`src/rtl/wb_arbiter.sv`:
```
// ----------------------------------------------------------------------------
// wb_arbiter
//
// Purpose:
//   Collects completed results from the ALU, LSU and BR functional units and
//   feeds them one per cycle into writeback_module. Each unit has a small
//   circular queue. A registered output slot drives the writeback stage.
//   Branch results always take priority. ALU and LSU share the remaining
//   slots in round-robin order. When a mispredict recovery pulse arrives,
//   every packet younger than the mispredicted branch is squashed. This
//   covers packets in the queues, in the output slot, and packets arriving
//   in the same cycle.
//
// Handshake (all ports):
//   A transfer happens on a rising clk edge when valid and ready are both 1.
//   The producer holds valid and the payload stable until that edge. Ready
//   never depends combinationally on the valid of the same interface.
//   *_ready_o is taken only from registered queue occupancy.
//   wb_valid_o and wb_packet_o are taken only from the registered output
//   slot.
//
// Ports:
//   clk_i, rst_i                  clock, synchronous active-high reset
//   alu_valid_i/_packet_i/_ready_o  ALU result input
//   lsu_valid_i/_packet_i/_ready_o  LSU result input
//   br_valid_i/_packet_i/_ready_o   BR result input
//   wb_valid_o, wb_packet_o       registered output slot towards writeback
//   wb_ready_i                    writeback accepts the slot contents
//   recover_i, recover_rob_tag_i  mispredict recovery pulse and branch tag
//   rob_head_i                    ROB head index; this is the age reference
//
// Optional build macro:
//   WB_ARB_STATS_EN adds the following saturating 32-bit counters:
//   stat_alu_stall_o, stat_lsu_stall_o, stat_br_stall_o, stat_squash_o.
//
// ROB_DEPTH and QDEPTH must be powers of two. Pointer and age arithmetic
// rely on natural wrap-around of the counters.
// ----------------------------------------------------------------------------

package wb_arbiter_pkg;

    typedef struct packed {
        logic [1:0]  src_fu;     // overwritten by the arbiter on enqueue
        logic [3:0]  rob_tag;
        logic        rd_we;
        logic [4:0]  rd_addr;
        logic [31:0] rd_val;
        logic        mispredict;
    } wb_packet_t;

    localparam logic [1:0] FU_ALU = 2'd0;
    localparam logic [1:0] FU_LSU = 2'd1;
    localparam logic [1:0] FU_BR  = 2'd2;

endpackage

module wb_arbiter
    import wb_arbiter_pkg::*;
#(
    parameter  int ROB_DEPTH = 16,
    parameter  int QDEPTH    = 2,
    localparam int ROB_PTR_W = $clog2(ROB_DEPTH)
) (
    input  logic                 clk_i,
    input  logic                 rst_i,

    input  logic                 alu_valid_i,
    input  wb_packet_t           alu_packet_i,
    output logic                 alu_ready_o,

    input  logic                 lsu_valid_i,
    input  wb_packet_t           lsu_packet_i,
    output logic                 lsu_ready_o,

    input  logic                 br_valid_i,
    input  wb_packet_t           br_packet_i,
    output logic                 br_ready_o,

    output logic                 wb_valid_o,
    output wb_packet_t           wb_packet_o,
    input  logic                 wb_ready_i,

    input  logic                 recover_i,
    input  logic [3:0]           recover_rob_tag_i,
    input  logic [ROB_PTR_W-1:0] rob_head_i
`ifdef WB_ARB_STATS_EN
    ,
    output logic [31:0]          stat_alu_stall_o,
    output logic [31:0]          stat_lsu_stall_o,
    output logic [31:0]          stat_br_stall_o,
    output logic [31:0]          stat_squash_o
`endif
);

    localparam int NP     = 3;
    localparam int P_ALU  = 0;
    localparam int P_LSU  = 1;
    localparam int P_BR   = 2;
    localparam int QPTR_W = $clog2(QDEPTH);
    localparam int CNT_W  = QPTR_W + 1;

    // ------------------------------------------------------------------
    // Age helpers: the distance from the ROB head, wrapping at ROB_DEPTH.
    // ------------------------------------------------------------------
    function automatic logic [ROB_PTR_W-1:0] age_of(
        input logic [3:0]           tag,
        input logic [ROB_PTR_W-1:0] head
    );
        return ROB_PTR_W'(tag) - head;
    endfunction

    function automatic logic is_young(
        input logic [3:0]           tag,
        input logic                 rec,
        input logic [ROB_PTR_W-1:0] head,
        input logic [ROB_PTR_W-1:0] rage
    );
        return rec && (age_of(tag, head) > rage);
    endfunction

    // ------------------------------------------------------------------
    // Per-port input views, indexed ALU=0, LSU=1, BR=2. The index also
    // serves as the src_fu encoding.
    // ------------------------------------------------------------------
    logic [NP-1:0] in_valid;
    wb_packet_t    in_pkt [NP];

    assign in_valid      = {br_valid_i, lsu_valid_i, alu_valid_i};
    assign in_pkt[P_ALU] = alu_packet_i;
    assign in_pkt[P_LSU] = lsu_packet_i;
    assign in_pkt[P_BR]  = br_packet_i;

    // ------------------------------------------------------------------
    // State
    // ------------------------------------------------------------------
    wb_packet_t        mem_q   [NP][QDEPTH];
    logic [QDEPTH-1:0] live_q  [NP];
    logic [QPTR_W-1:0] head_q  [NP];
    logic [QPTR_W-1:0] tail_q  [NP];
    logic [CNT_W-1:0]  count_q [NP];
    logic [CNT_W-1:0]  count_d [NP];

    logic              rr_q, rr_d;          // 0: ALU's turn, 1: LSU's turn
    logic              slot_valid_q, slot_valid_d;
    wb_packet_t        slot_pkt_q, slot_pkt_d;

    // ------------------------------------------------------------------
    // Combinational selection
    // ------------------------------------------------------------------
    logic [ROB_PTR_W-1:0] rec_age;
    logic [NP-1:0]        ready, enq, nonempty, head_live, head_dead;
    logic [NP-1:0]        in_young, bypass, cand, grant, pop, store;
    wb_packet_t           head_pkt  [NP];
    wb_packet_t           tagged_in [NP];
    wb_packet_t           cand_pkt  [NP];
    logic                 slot_load_en;
    logic                 slot_young;

    assign rec_age = age_of(recover_rob_tag_i, rob_head_i);

    always_comb begin
        ready        = '0;
        enq          = '0;
        nonempty     = '0;
        head_live    = '0;
        head_dead    = '0;
        in_young     = '0;
        bypass       = '0;
        cand         = '0;
        grant        = '0;
        pop          = '0;
        store        = '0;
        rr_d         = rr_q;
        slot_valid_d = slot_valid_q;
        slot_pkt_d   = slot_pkt_q;

        for (int p = 0; p < NP; p++) begin
            head_pkt[p]         = mem_q[p][head_q[p]];
            tagged_in[p]        = in_pkt[p];
            tagged_in[p].src_fu = 2'(p);
            nonempty[p]         = (count_q[p] != '0);
            ready[p]            = (count_q[p] < CNT_W'(QDEPTH));
            enq[p]              = in_valid[p] & ready[p];
            in_young[p]         = is_young(in_pkt[p].rob_tag, recover_i,
                                           rob_head_i, rec_age);
            // Liveness is evaluated after this cycle's squash. A packet
            // that is being killed now can therefore never be selected.
            head_live[p]        = nonempty[p] & live_q[p][head_q[p]] &
                                  ~is_young(head_pkt[p].rob_tag, recover_i,
                                            rob_head_i, rec_age);
            head_dead[p]        = nonempty[p] & ~head_live[p];
            // An empty queue lets the arriving packet compete directly.
            // This gives a single cycle of latency from handshake to output.
            bypass[p]           = ~nonempty[p] & in_valid[p] & ~in_young[p];
            cand[p]             = head_live[p] | bypass[p];
            cand_pkt[p]         = nonempty[p] ? head_pkt[p] : tagged_in[p];
        end

        slot_load_en = ~slot_valid_q | wb_ready_i;

        if (slot_load_en) begin
            if (cand[P_BR]) begin
                grant[P_BR] = 1'b1;
            end else if (!rr_q) begin
                if (cand[P_ALU])      grant[P_ALU] = 1'b1;
                else if (cand[P_LSU]) grant[P_LSU] = 1'b1;
            end else begin
                if (cand[P_LSU])      grant[P_LSU] = 1'b1;
                else if (cand[P_ALU]) grant[P_ALU] = 1'b1;
            end
        end

        // The turn passes only when the port that holds it is served.
        if (!rr_q && grant[P_ALU])     rr_d = 1'b1;
        else if (rr_q && grant[P_LSU]) rr_d = 1'b0;

        for (int p = 0; p < NP; p++) begin
            // A dead head leaves in one cycle without touching the slot.
            pop[p]     = (grant[p] & nonempty[p]) | head_dead[p];
            // A bypassed packet goes straight to the slot and is never stored.
            store[p]   = enq[p] & ~(grant[p] & ~nonempty[p]);
            count_d[p] = count_q[p] + CNT_W'(store[p]) - CNT_W'(pop[p]);
        end

        slot_young = is_young(slot_pkt_q.rob_tag, recover_i, rob_head_i,
                              rec_age);

        if (slot_load_en) begin
            slot_valid_d = |grant;
            if (grant[P_BR])       slot_pkt_d = cand_pkt[P_BR];
            else if (grant[P_ALU]) slot_pkt_d = cand_pkt[P_ALU];
            else if (grant[P_LSU]) slot_pkt_d = cand_pkt[P_LSU];
        end else if (slot_young) begin
            // A held packet that is younger than the branch is dropped.
            // Its contents stay in place but are no longer valid.
            slot_valid_d = 1'b0;
        end
    end

    // ------------------------------------------------------------------
    // Sequential state
    // ------------------------------------------------------------------
    always_ff @(posedge clk_i) begin
        if (rst_i) begin
            for (int p = 0; p < NP; p++) begin
                head_q[p]  <= '0;
                tail_q[p]  <= '0;
                count_q[p] <= '0;
                live_q[p]  <= '0;
            end
            rr_q         <= 1'b0;
            slot_valid_q <= 1'b0;
            slot_pkt_q   <= '0;
        end else begin
            for (int p = 0; p < NP; p++) begin
                for (int e = 0; e < QDEPTH; e++) begin
                    if (is_young(mem_q[p][e].rob_tag, recover_i, rob_head_i,
                                 rec_age)) begin
                        live_q[p][e] <= 1'b0;
                    end
                end
                // The tail slot is always free when storing, because ready
                // is taken from the count. The write below therefore never
                // collides with an occupied entry.
                if (store[p]) begin
                    mem_q[p][tail_q[p]]  <= tagged_in[p];
                    live_q[p][tail_q[p]] <= ~in_young[p];
                    tail_q[p]            <= tail_q[p] + QPTR_W'(1);
                end
                if (pop[p]) begin
                    head_q[p] <= head_q[p] + QPTR_W'(1);
                end
                count_q[p] <= count_d[p];
            end
            rr_q         <= rr_d;
            slot_valid_q <= slot_valid_d;
            slot_pkt_q   <= slot_pkt_d;
        end
    end

    assign alu_ready_o = ready[P_ALU];
    assign lsu_ready_o = ready[P_LSU];
    assign br_ready_o  = ready[P_BR];
    assign wb_valid_o  = slot_valid_q;
    assign wb_packet_o = slot_pkt_q;

`ifdef WB_ARB_STATS_EN
    // ------------------------------------------------------------------
    // Statistics counters (saturating)
    // ------------------------------------------------------------------
    localparam int SQ_W = $clog2(NP * QDEPTH + NP + 2) + 1;

    logic [31:0]       stall_q [NP];
    logic [31:0]       squash_q;
    logic [SQ_W-1:0]   squash_inc;
    logic [QPTR_W-1:0] sq_offs;
    logic [32:0]       squash_sum;

    // Each packet is counted once, at the moment its live bit goes from 1
    // to 0. Packets that are already dead are not counted again. A slot
    // packet that writeback accepts in this same cycle counts as delivered,
    // not squashed.
    always_comb begin
        squash_inc = '0;
        sq_offs    = '0;
        for (int p = 0; p < NP; p++) begin
            for (int e = 0; e < QDEPTH; e++) begin
                sq_offs = QPTR_W'(e) - head_q[p];
                if ((CNT_W'(sq_offs) < count_q[p]) && live_q[p][e] &&
                    is_young(mem_q[p][e].rob_tag, recover_i, rob_head_i,
                             rec_age)) begin
                    squash_inc = squash_inc + SQ_W'(1);
                end
            end
            if (store[p] && in_young[p]) begin
                squash_inc = squash_inc + SQ_W'(1);
            end
        end
        if (slot_valid_q && !wb_ready_i && slot_young) begin
            squash_inc = squash_inc + SQ_W'(1);
        end
        squash_sum = {1'b0, squash_q} + 33'(squash_inc);
    end

    always_ff @(posedge clk_i) begin
        if (rst_i) begin
            for (int p = 0; p < NP; p++) stall_q[p] <= '0;
            squash_q <= '0;
        end else begin
            for (int p = 0; p < NP; p++) begin
                if (in_valid[p] && !ready[p] && (stall_q[p] != '1)) begin
                    stall_q[p] <= stall_q[p] + 32'd1;
                end
            end
            squash_q <= squash_sum[32] ? '1 : squash_sum[31:0];
        end
    end

    assign stat_alu_stall_o = stall_q[P_ALU];
    assign stat_lsu_stall_o = stall_q[P_LSU];
    assign stat_br_stall_o  = stall_q[P_BR];
    assign stat_squash_o    = squash_q;
`endif

endmodule

```
`config.mk`:
```
export PLATFORM = sky130hd
export DESIGN_NAME = wb_arbiter
export DESIGN_NICKNAME = d
export VERILOG_FILES = /design/src/rtl/wb_arbiter.sv
export SDC_FILE = /design/constraint.sdc
export NUM_CORES = 1
export LEC_CHECK = 0
export BUFFER_PORTS_ARGS = -buffer_cell sky130_fd_sc_hd__buf_4
export CORE_ASPECT_RATIO = 1.2
export CORE_MARGIN = 5
export CORE_UTILIZATION = 45
export DETAILED_ROUTE_END_ITERATION = 10
export HOLD_SLACK_MARGIN = 0.06
export PLACE_DENSITY = 0.62
export SLEW_MARGIN = 20
export SYNTH_ARGS = -nofsm -noshare
export SYNTH_HDL_FRONTEND = slang
export SYNTH_SLANG_ARGS = --single-unit
```
`constraint.sdc`:
```
create_clock -name clk_i -period 17.9 [get_ports clk_i]
set_input_delay 3.58 -clock clk_i [delete_from_list [all_inputs] [get_ports clk_i]]
set_output_delay 3.58 -clock clk_i [all_outputs]
set_load 0.01 [all_outputs]
```
==> results of run 1 <==
-- kinds of logic after synthesis --
family,after synthesis,share of synthesized area (%)
compound gates,408,16.74
flops,327,53.44
simple gates,256,6.868
buf+inv,169,4.020
mux,135,7.851
fa+ha+maj,105,8.198
xor+xnor,57,2.885
-- worst max-delay path, cell delays in order --
cell and delay (ns):
buf_4 0.11, inv_1 0.48, ha_1 0.38, a21oi_1 0.23
xnor2_2 0.14, buf_4 0.26, ha_1 0.28, and3_1 0.16
a221o_1 0.39, a211oi_4 0.20, buf_4 0.50, a2111o_2 0.82
o311ai_1 0.16, buf_4 0.22, nor3_2 0.12, buf_4 0.55
-- per-stage QoR --
step	instances	util (%)	instance area (um2)	hold WS (ns)
2_1_floorplan	1457	-	17310	0.4109
4_1_cts	2113	53.51	20320	0.4495
3_3_place_gp	2051	50.65	19230	0.4266
6_report	2115	53.53	20320	0.4474
5_1_grt	2113	53.51	20320	0.4648
3_5_place_dp	2051	50.65	19230	0.4321
-- layout make-up --
cell class              count  area (um2)
multi-input cells         961        7462
repair buffers            228        1712
diodes                      2       5.005
flip-flops and latches    327        9249
well taps                 480       600.6
clock inverters             8       45.04
inverters                  55       206.4
clock buffers              54        1041
fillers                  3337       17640
-- report_power, final --
part           leakage, nW  switching, mW  internal, mW
registers             2.95         0.0792         0.963
logic                 4.11          0.899         0.528
clock network        0.528          0.289         0.401
total                 7.59           1.27          1.89
-- worst min-delay path by stage --
stage | start | to | cells past startpoint
floorplan | mem_q[0][178] | mem_q[0][178] | 1
global placement | mem_q[0][224] | mem_q[0][224] | 1
detailed placement | mem_q[0][178] | mem_q[0][178] | 1
CTS | mem_q[0][178] | mem_q[0][178] | 1
global route | mem_q[0][133] | mem_q[0][133] | 1
finish | mem_q[0][178] | mem_q[0][178] | 1
-- metal layers --
| layer | wire (um) | share of wire (%) | GRT usage (%) | up-vias |
|---|---|---|---|---|
| li1 | - | - | - | 5916 |
| met1 | 18920 | 40 | 27.14 | 5899 |
| met2 | 24410 | 51 | 39.51 | 362 |
| met3 | 3052 | 6.4 | 4.750 | 85 |
| met4 | 1428 | 3.0 | 6.560 | 8 |
| met5 | 74 | 0.15 | 0 | - |
-- flip-flops by register name, summed over array words and instances (netlist names) --
signal / flops
count_q: 6
tail_q: 3
rr_q: 1
live_q: 6
mem_q: 262
wb_packet_o: 45
wb_valid_o: 1
head_q: 3
-- cell usage in the layout, fill, tap and decap left out, types with 4 or more instances in the layout --
cell,n
a211oi_2,39
a21boi_0,7
a21o_1,20
a21oi_1,108
a311oi_1,9
a31oi_1,42
buf_4,228
clkbuf_1,13
clkbuf_16,38
clkinv_1,5
dfxtp_1,57
edfxtp_1,270
fa_1,14
ha_1,91
inv_1,55
mux2_2,6
mux2i_1,129
nand2_1,55
nand2b_1,10
nand3_1,16
nor2_1,98
nor2b_1,9
nor3_2,4
nor4_1,45
o211ai_1,44
o21ai_0,61
o221ai_1,8
o311ai_0,43
xnor2_1,29
xor2_1,27
-- synth_stat cells, types with 10 or more instances --
cell type / instances
ha_1: 91
clkbuf_1: 77
nand3_1: 16
a21oi_1: 109
a211oi_2: 39
edfxtp_1: 270
nor4_1: 45
buf_2: 13
inv_1: 55
xnor2_1: 30
a21o_1: 20
o21ai_0: 61
nor2_1: 100
o311ai_0: 43
dfxtp_1: 57
nand2_1: 57
fa_1: 14
xor2_1: 27
mux2i_1: 129
o211ai_1: 44
nand2b_1: 10
buf_1: 18
a31oi_1: 42
==> results.md, run 1 <==
* Yosys top cell area share at 46.85%
* Worst Setup SP: rob_head_i[2]
* Maximum vdd drop at about 0.12 mV
* Crit. End Element: flip-flop
* Largest cells by area after synthesis: edfxtp_1 47%, mux2i_1 7.5%, dfxtp_1 6.6%
* Die extent in y at between 200 and 250 um
* Row count at just under 80
* YS warnings at 0
* Worst-margin pin slew at 0.9587 ns
* Worst setup endpoint: mem_q[0][21]
* Routed WL at ~48000 um
* Via density at approximately 5.8
* Post-route ant nets at 0
* Crit Path Max Fanout at 48
* H-tree depth at 2
* F_max at 0.1170 GHz
* DR pass1 iterations at 5
* TritonCTS clock tree: yes
* Starting DRT DRC Count at 900
* Area grow syn2layout at 17.42%
* Initial antenna violation count at 6
* Via Count at between 10000 and 15000
* Ys async rst share at 0%
* Clk_lat worst skew at approximately 0.52 ns
* Leak at between 7 and 8 nW
* Core box area at 37960 um2
* Final-report hold violation count at 0
* Buffers on Ports at approximately 190
* WP data arrival at about 8.7 ns
* Max-Slew Margin vs Limit at 35.27%
* Die footprint at roughly 42000 um2
* Final nets at 1863
* Unrepaired setup endpoints after global routing: false
* Die X at 189.0 um
* Mapped Cells at around 1500
* Initial Utilization at between 40 and 50%
* Cell Pwr Density at 155.5 nW/um2
* Setup_tns at 0 ns
* Part of the cycle the worst path needs at 47.74%
* Wire per inst at 22.64 um
* Post-DP HPWL at 32180 um
* Crit path kind: in -> reg
* Max Root-Sink Buffers at 3
* Final Critical Period at ~8.5 ns
* Hold Path Class: reg -> reg
* Reg2reg setup slack at approximately 12 ns
* Required @ worst endpoint at 18.04 ns
* Final setup margin at 9.354 ns
* Worst R2R Start: head_q[0][2]
* Synth Register Bits at 327
* Post-CTS setup buffers at 0
* Slew Limit Fails at 0
* Largest net degree at the start of global routing at 76
* Total of max-cap violations at 0
* Final GP Congestion at 0.8948
* Num ports at 199
* Synth Cell Area at 17310 um2
* CTS hold repair buffers at 0
* Vias in the first global route at ~13000
* Setup WS pre-CTS at 8.817 ns
* Status: finished clean
* Clock Sinks at approximately 330
* Final Power at around 3.2 mW
* Distinct cells, synth at 56
* Tot GR Track Use at 22.18%
* Yosys top cell by area: edfxtp_1
* Number of flops mapped to enable cells by yosys at 270
* Root Buffer: clkbuf_16
* First-pass GRT wire length at between 70000 and 80000 um
* Global route overflow at 0
* Share of cells above drive strength 1 at between 20% and 30%
* Startpoint Class: input pin
* Worst-case reg-to-reg path depth at 16
* Main synth FF type: edfxtp_1
* Clock transition at the registers of the reported paths at about 0.060 ns
* RR Endpoint: mem_q[0][21]
* Synth Net Count at ~1700
* CTS buffer count at 35
* Final setup violation count at 0
* Avg Inst Size Synth at 11.88 um2
* DRC at 0
* PostCTS Resize Cnt at 0
* Sequential share of the synthesized area at a little over half
* Worst Skew at 0.01132 ns
No activity file was read; power rests on OpenSTA's default activity.
==> inputs of run 2 (changes only) <==
--- a/config.mk
+++ b/config.mk
@@ -5,13 +5,14 @@
 export SDC_FILE = /design/constraint.sdc
 export NUM_CORES = 1
 export LEC_CHECK = 0
+export ABC_AREA = 1
 export BUFFER_PORTS_ARGS = -buffer_cell sky130_fd_sc_hd__buf_4
 export CORE_ASPECT_RATIO = 1.2
 export CORE_MARGIN = 5
 export CORE_UTILIZATION = 45
 export DETAILED_ROUTE_END_ITERATION = 10
 export HOLD_SLACK_MARGIN = 0.06
-export PLACE_DENSITY = 0.62
+export PLACE_DENSITY = 0.65
 export SLEW_MARGIN = 20
 export SYNTH_ARGS = -nofsm -noshare
 export SYNTH_HDL_FRONTEND = slang
==> constraint.sdc (replaced) <==
create_clock -name clk_i -period 7.29 [get_ports clk_i]
set_input_delay 1.458 -clock clk_i [delete_from_list [all_inputs] [get_ports clk_i]]
set_output_delay 1.458 -clock clk_i [all_outputs]
set_load 0.01 [all_outputs]
==> run 2 against run 1 <==
Compared with the run above: worst setup slack got worse by 7.1 ns; sequential cell count unchanged; global-route usage is 0.21 points lower; sequential power is 140% higher.
==> results.md, run 2 <==
* Crit path kind: in -> reg
* Startpoint Class: input pin
* Ys async rst share at 0% (unchanged)
* Routed WL at 47840 um (-0.10%)
* Worst-margin pin slew at 0.9167 ns (-0.04200 ns)
* Post-CTS setup buffers at 0 (unchanged)
* Reg2reg setup slack at 2.34 ns (-9.55 ns)
* PostCTS Resize Cnt at 0 (unchanged)
* Unrepaired setup endpoints after global routing: false
* Hold Path Class: reg -> reg
* Sequential share of the synthesized area at 53.97% (+0.53 points)
* Worst R2R Start: head_q[0][1]
* Final setup violation count at 0 (unchanged)
* Most frequent cells after synthesis: 421 x nand2_1, 270 x edfxtp_1, 215 x nor2_1, 174 x o21ai_0, 165 x nand3_1
* Max-Slew Margin vs Limit at 38.80% (+3.5 points)
* Final Util at 53.24% (-0.28 points)
* Via density at 5.390 (-7.1%)
* Starting DRT DRC Count at 1069 (+19%)
* Wire per inst at 19.22 um (-15%)
* Initial Utilization at 45.38% (-0.21 points)
* Root Buffer: clkbuf_16
* Cell Pwr Density at 413.1 nW/um2 (+170%)
* Clk_lat worst skew at 0.52 ns (about the same)
* Total of max-cap violations at 0 (unchanged)
* Final Power at 8.307 mW (+160%)
* Setup_tns at 0 ns (unchanged)
* Crit Path Max Fanout at 36 (-25%)
* H-tree depth at 2 (unchanged)
* Hold_sp: mem_q[0][133]
* Status: finished clean
* Worst Skew at 0.01940 ns (+0.008077 ns)
* Number of flip-flops in the largest register at 262 (unchanged)
* CTS hold repair buffers at 0 (unchanged)
* Synth Net Count at 2087 (+22%)
* DRC at 0 (unchanged)
* Post-DP HPWL at 32370 um (+0.59%)
* WP data arrival at 5.21 ns (-3.48 ns)
* Maximum vdd drop at 0.2616 mV (+110%)
* Synth Register Bits at 327 (unchanged)
* Final-report hold violation count at 0 (unchanged)
* Final nets at 2241 (+20%)
* Area grow syn2layout at 17.34% (about the same)
* Row count at 78 (unchanged)
* Num ports at 199 (unchanged)
* Synth Cell Area at 17140 um2 (-0.98%)
* Most common cell in the netlist: nand2_1
* Tot GR Track Use at 21.97% (-0.21 points)
* Mapped Cells at 1832 (+26%)
* CTS buffer count at 35 (unchanged)
* Yosys top cell area share at 47.31% (+0.46 points)
* Leak at 8.352 nW (+10%)
* Initial antenna violation count at 4 (-2)
* Required @ worst endpoint at 7.44 ns (-10.60 ns)
* Worst Setup SP: recover_rob_tag_i[0]
* Part of the cycle the worst path needs at 69.44%
* Clock Sinks at 327 (unchanged)
* Die X at 188.1 um (-0.47%)
* Distinct cells, synth at 35 (-38%)
* Clock transition at the registers of the reported paths at 0.06 ns (about the same)
* First-pass GRT wire length at 73400 um (-0.49%)
* Yosys top cell by area: edfxtp_1
* Final GP Congestion at 0.8590 (-4.0%)
* Most common cell after layout, fill and taps aside: nand2_1
* Vias in the first global route at 13360 (+5.9%)
* DR pass1 iterations at 7 (+2)
* YS warnings at 0 (unchanged)
* Avg Inst Size Synth at 9.355 um2 (-21%)
* Most frequent cells in the layout: 420 x nand2_1, 270 x edfxtp_1, 213 x buf_4
* Global route overflow at 0 (unchanged)
* Main synth FF type: edfxtp_1
* Slew Limit Fails at 0 (unchanged)
* Die extent in y at 223.8 um (-0.47%)
* Largest net degree at the start of global routing at 84 (+11%)
* Core box area at 37770 um2 (-0.51%)
* Buffers on Ports at 192 (unchanged)
* Largest cells by area after synthesis: edfxtp_1 47%, nand2_1 9.2%, dfxtp_1 6.7%
* Number of flops mapped to enable cells by yosys at 270 (unchanged)
* TritonCTS clock tree: yes
* Crit. End Element: flip-flop
* Max Root-Sink Buffers at 3 (unchanged)
* Post-route ant nets at 0 (unchanged)
* Via Count at 13420 (+9.3%)
* Die footprint at 42100 um2 (-0.93%)
* F_max at between 0.15 and 0.2 GHz
* Final Critical Period at roughly 5.1 ns
* Share of cells above drive strength 1 at 14.99% (-5.8 points)
run 2: cell count changes in the layout (fill, tap and decap cells not counted), moves of 29 or more:
cell and delta:
a211oi_2 -39, a31oi_1 -42, inv_1 +29, mux2i_1 -129, nand2_1 +365, nand3_1 +149
nor2_1 +112, nor4_1 -45, o21ai_0 +113, o311ai_0 -43
run 2: cell type report:
cell class,instances,area [um2]
diodes,1,2.502
clock buffers,48,998.5
clock inverters,11,127.6
fillers,3457,17660
inverters,94,355.3
multi-input cells,1311,7097
flip-flops and latches,327,9249
well taps,480,600.6
repair buffers,217,1679
run 2: through the flow:
| stage | area [um2] | setup WS [ns] | std cells | hold WS (ns) |
|---|---|---|---|---|
| finish | 20110 | 2.228 | 2489 | 0.4395 |
| global route | 20110 | 1.873 | 2489 | 0.4621 |
| CTS | 20110 | 2.212 | 2488 | 0.4418 |
| detailed placement | 18980 | 1.678 | 2429 | 0.4277 |
| global placement | 18980 | 1.725 | 2429 | 0.4204 |
| floorplan | 17140 | 0.4186 | 1832 | 0.4100 |
run 2: layer usage:
| layer | GRT usage (%) | wire [um] |
|---|---|---|
| met5 | 0 | 46 |
| met4 | 8.456 | 1858 |
| met3 | 4.504 | 2715 |
| met2 | 39.46 | 24480 |
| met1 | 25.88 | 18730 |
run 2: final timing paths:
kind,end,depth (start not counted)
min,mem_q[0][133],1
min reg2reg,mem_q[0][133],1
max,mem_q[0][55],18
max reg2reg,mem_q[0][55],20
run 2: cell families (layout without fill, tap and decap cells):
family                     Yosys count  in the layout  synth area share [%]
AOI/OAI and AO/OA                  323            323                 10.27
xor gates and xnor gates            51             51                 2.606
adders and majority gates          105            105                 8.279
buffers and inverters              194            370                 4.884
DFF                                327            327                 53.97
other                                0              1                     0
and+or+nand+nor                    832            832                 19.99
run 2: power breakdown:
group / switching, mW / internal [mW] / total, mW
combinational: 2.71 / 1.29 / 3.99
clock: 0.710 / 1.06 / 1.77
sequential: 0.146 / 2.40 / 2.54
run 2: critical path, stage by stage:
cell and delay [ns]:
buf_4 0.21, inv_4 0.08, ha_1 0.23, fa_1 0.79, buf_4 0.25, ha_1 0.24, nand3_1 0.11, inv_1 0.05
nand2_1 0.05, nand2_1 0.08, nor2_1 0.22, nor2_1 0.06, nor2_1 0.17, nor2_4 0.10, nand3_1 0.11, nand3_2 0.19
nor2_4 0.29, buf_4 0.50
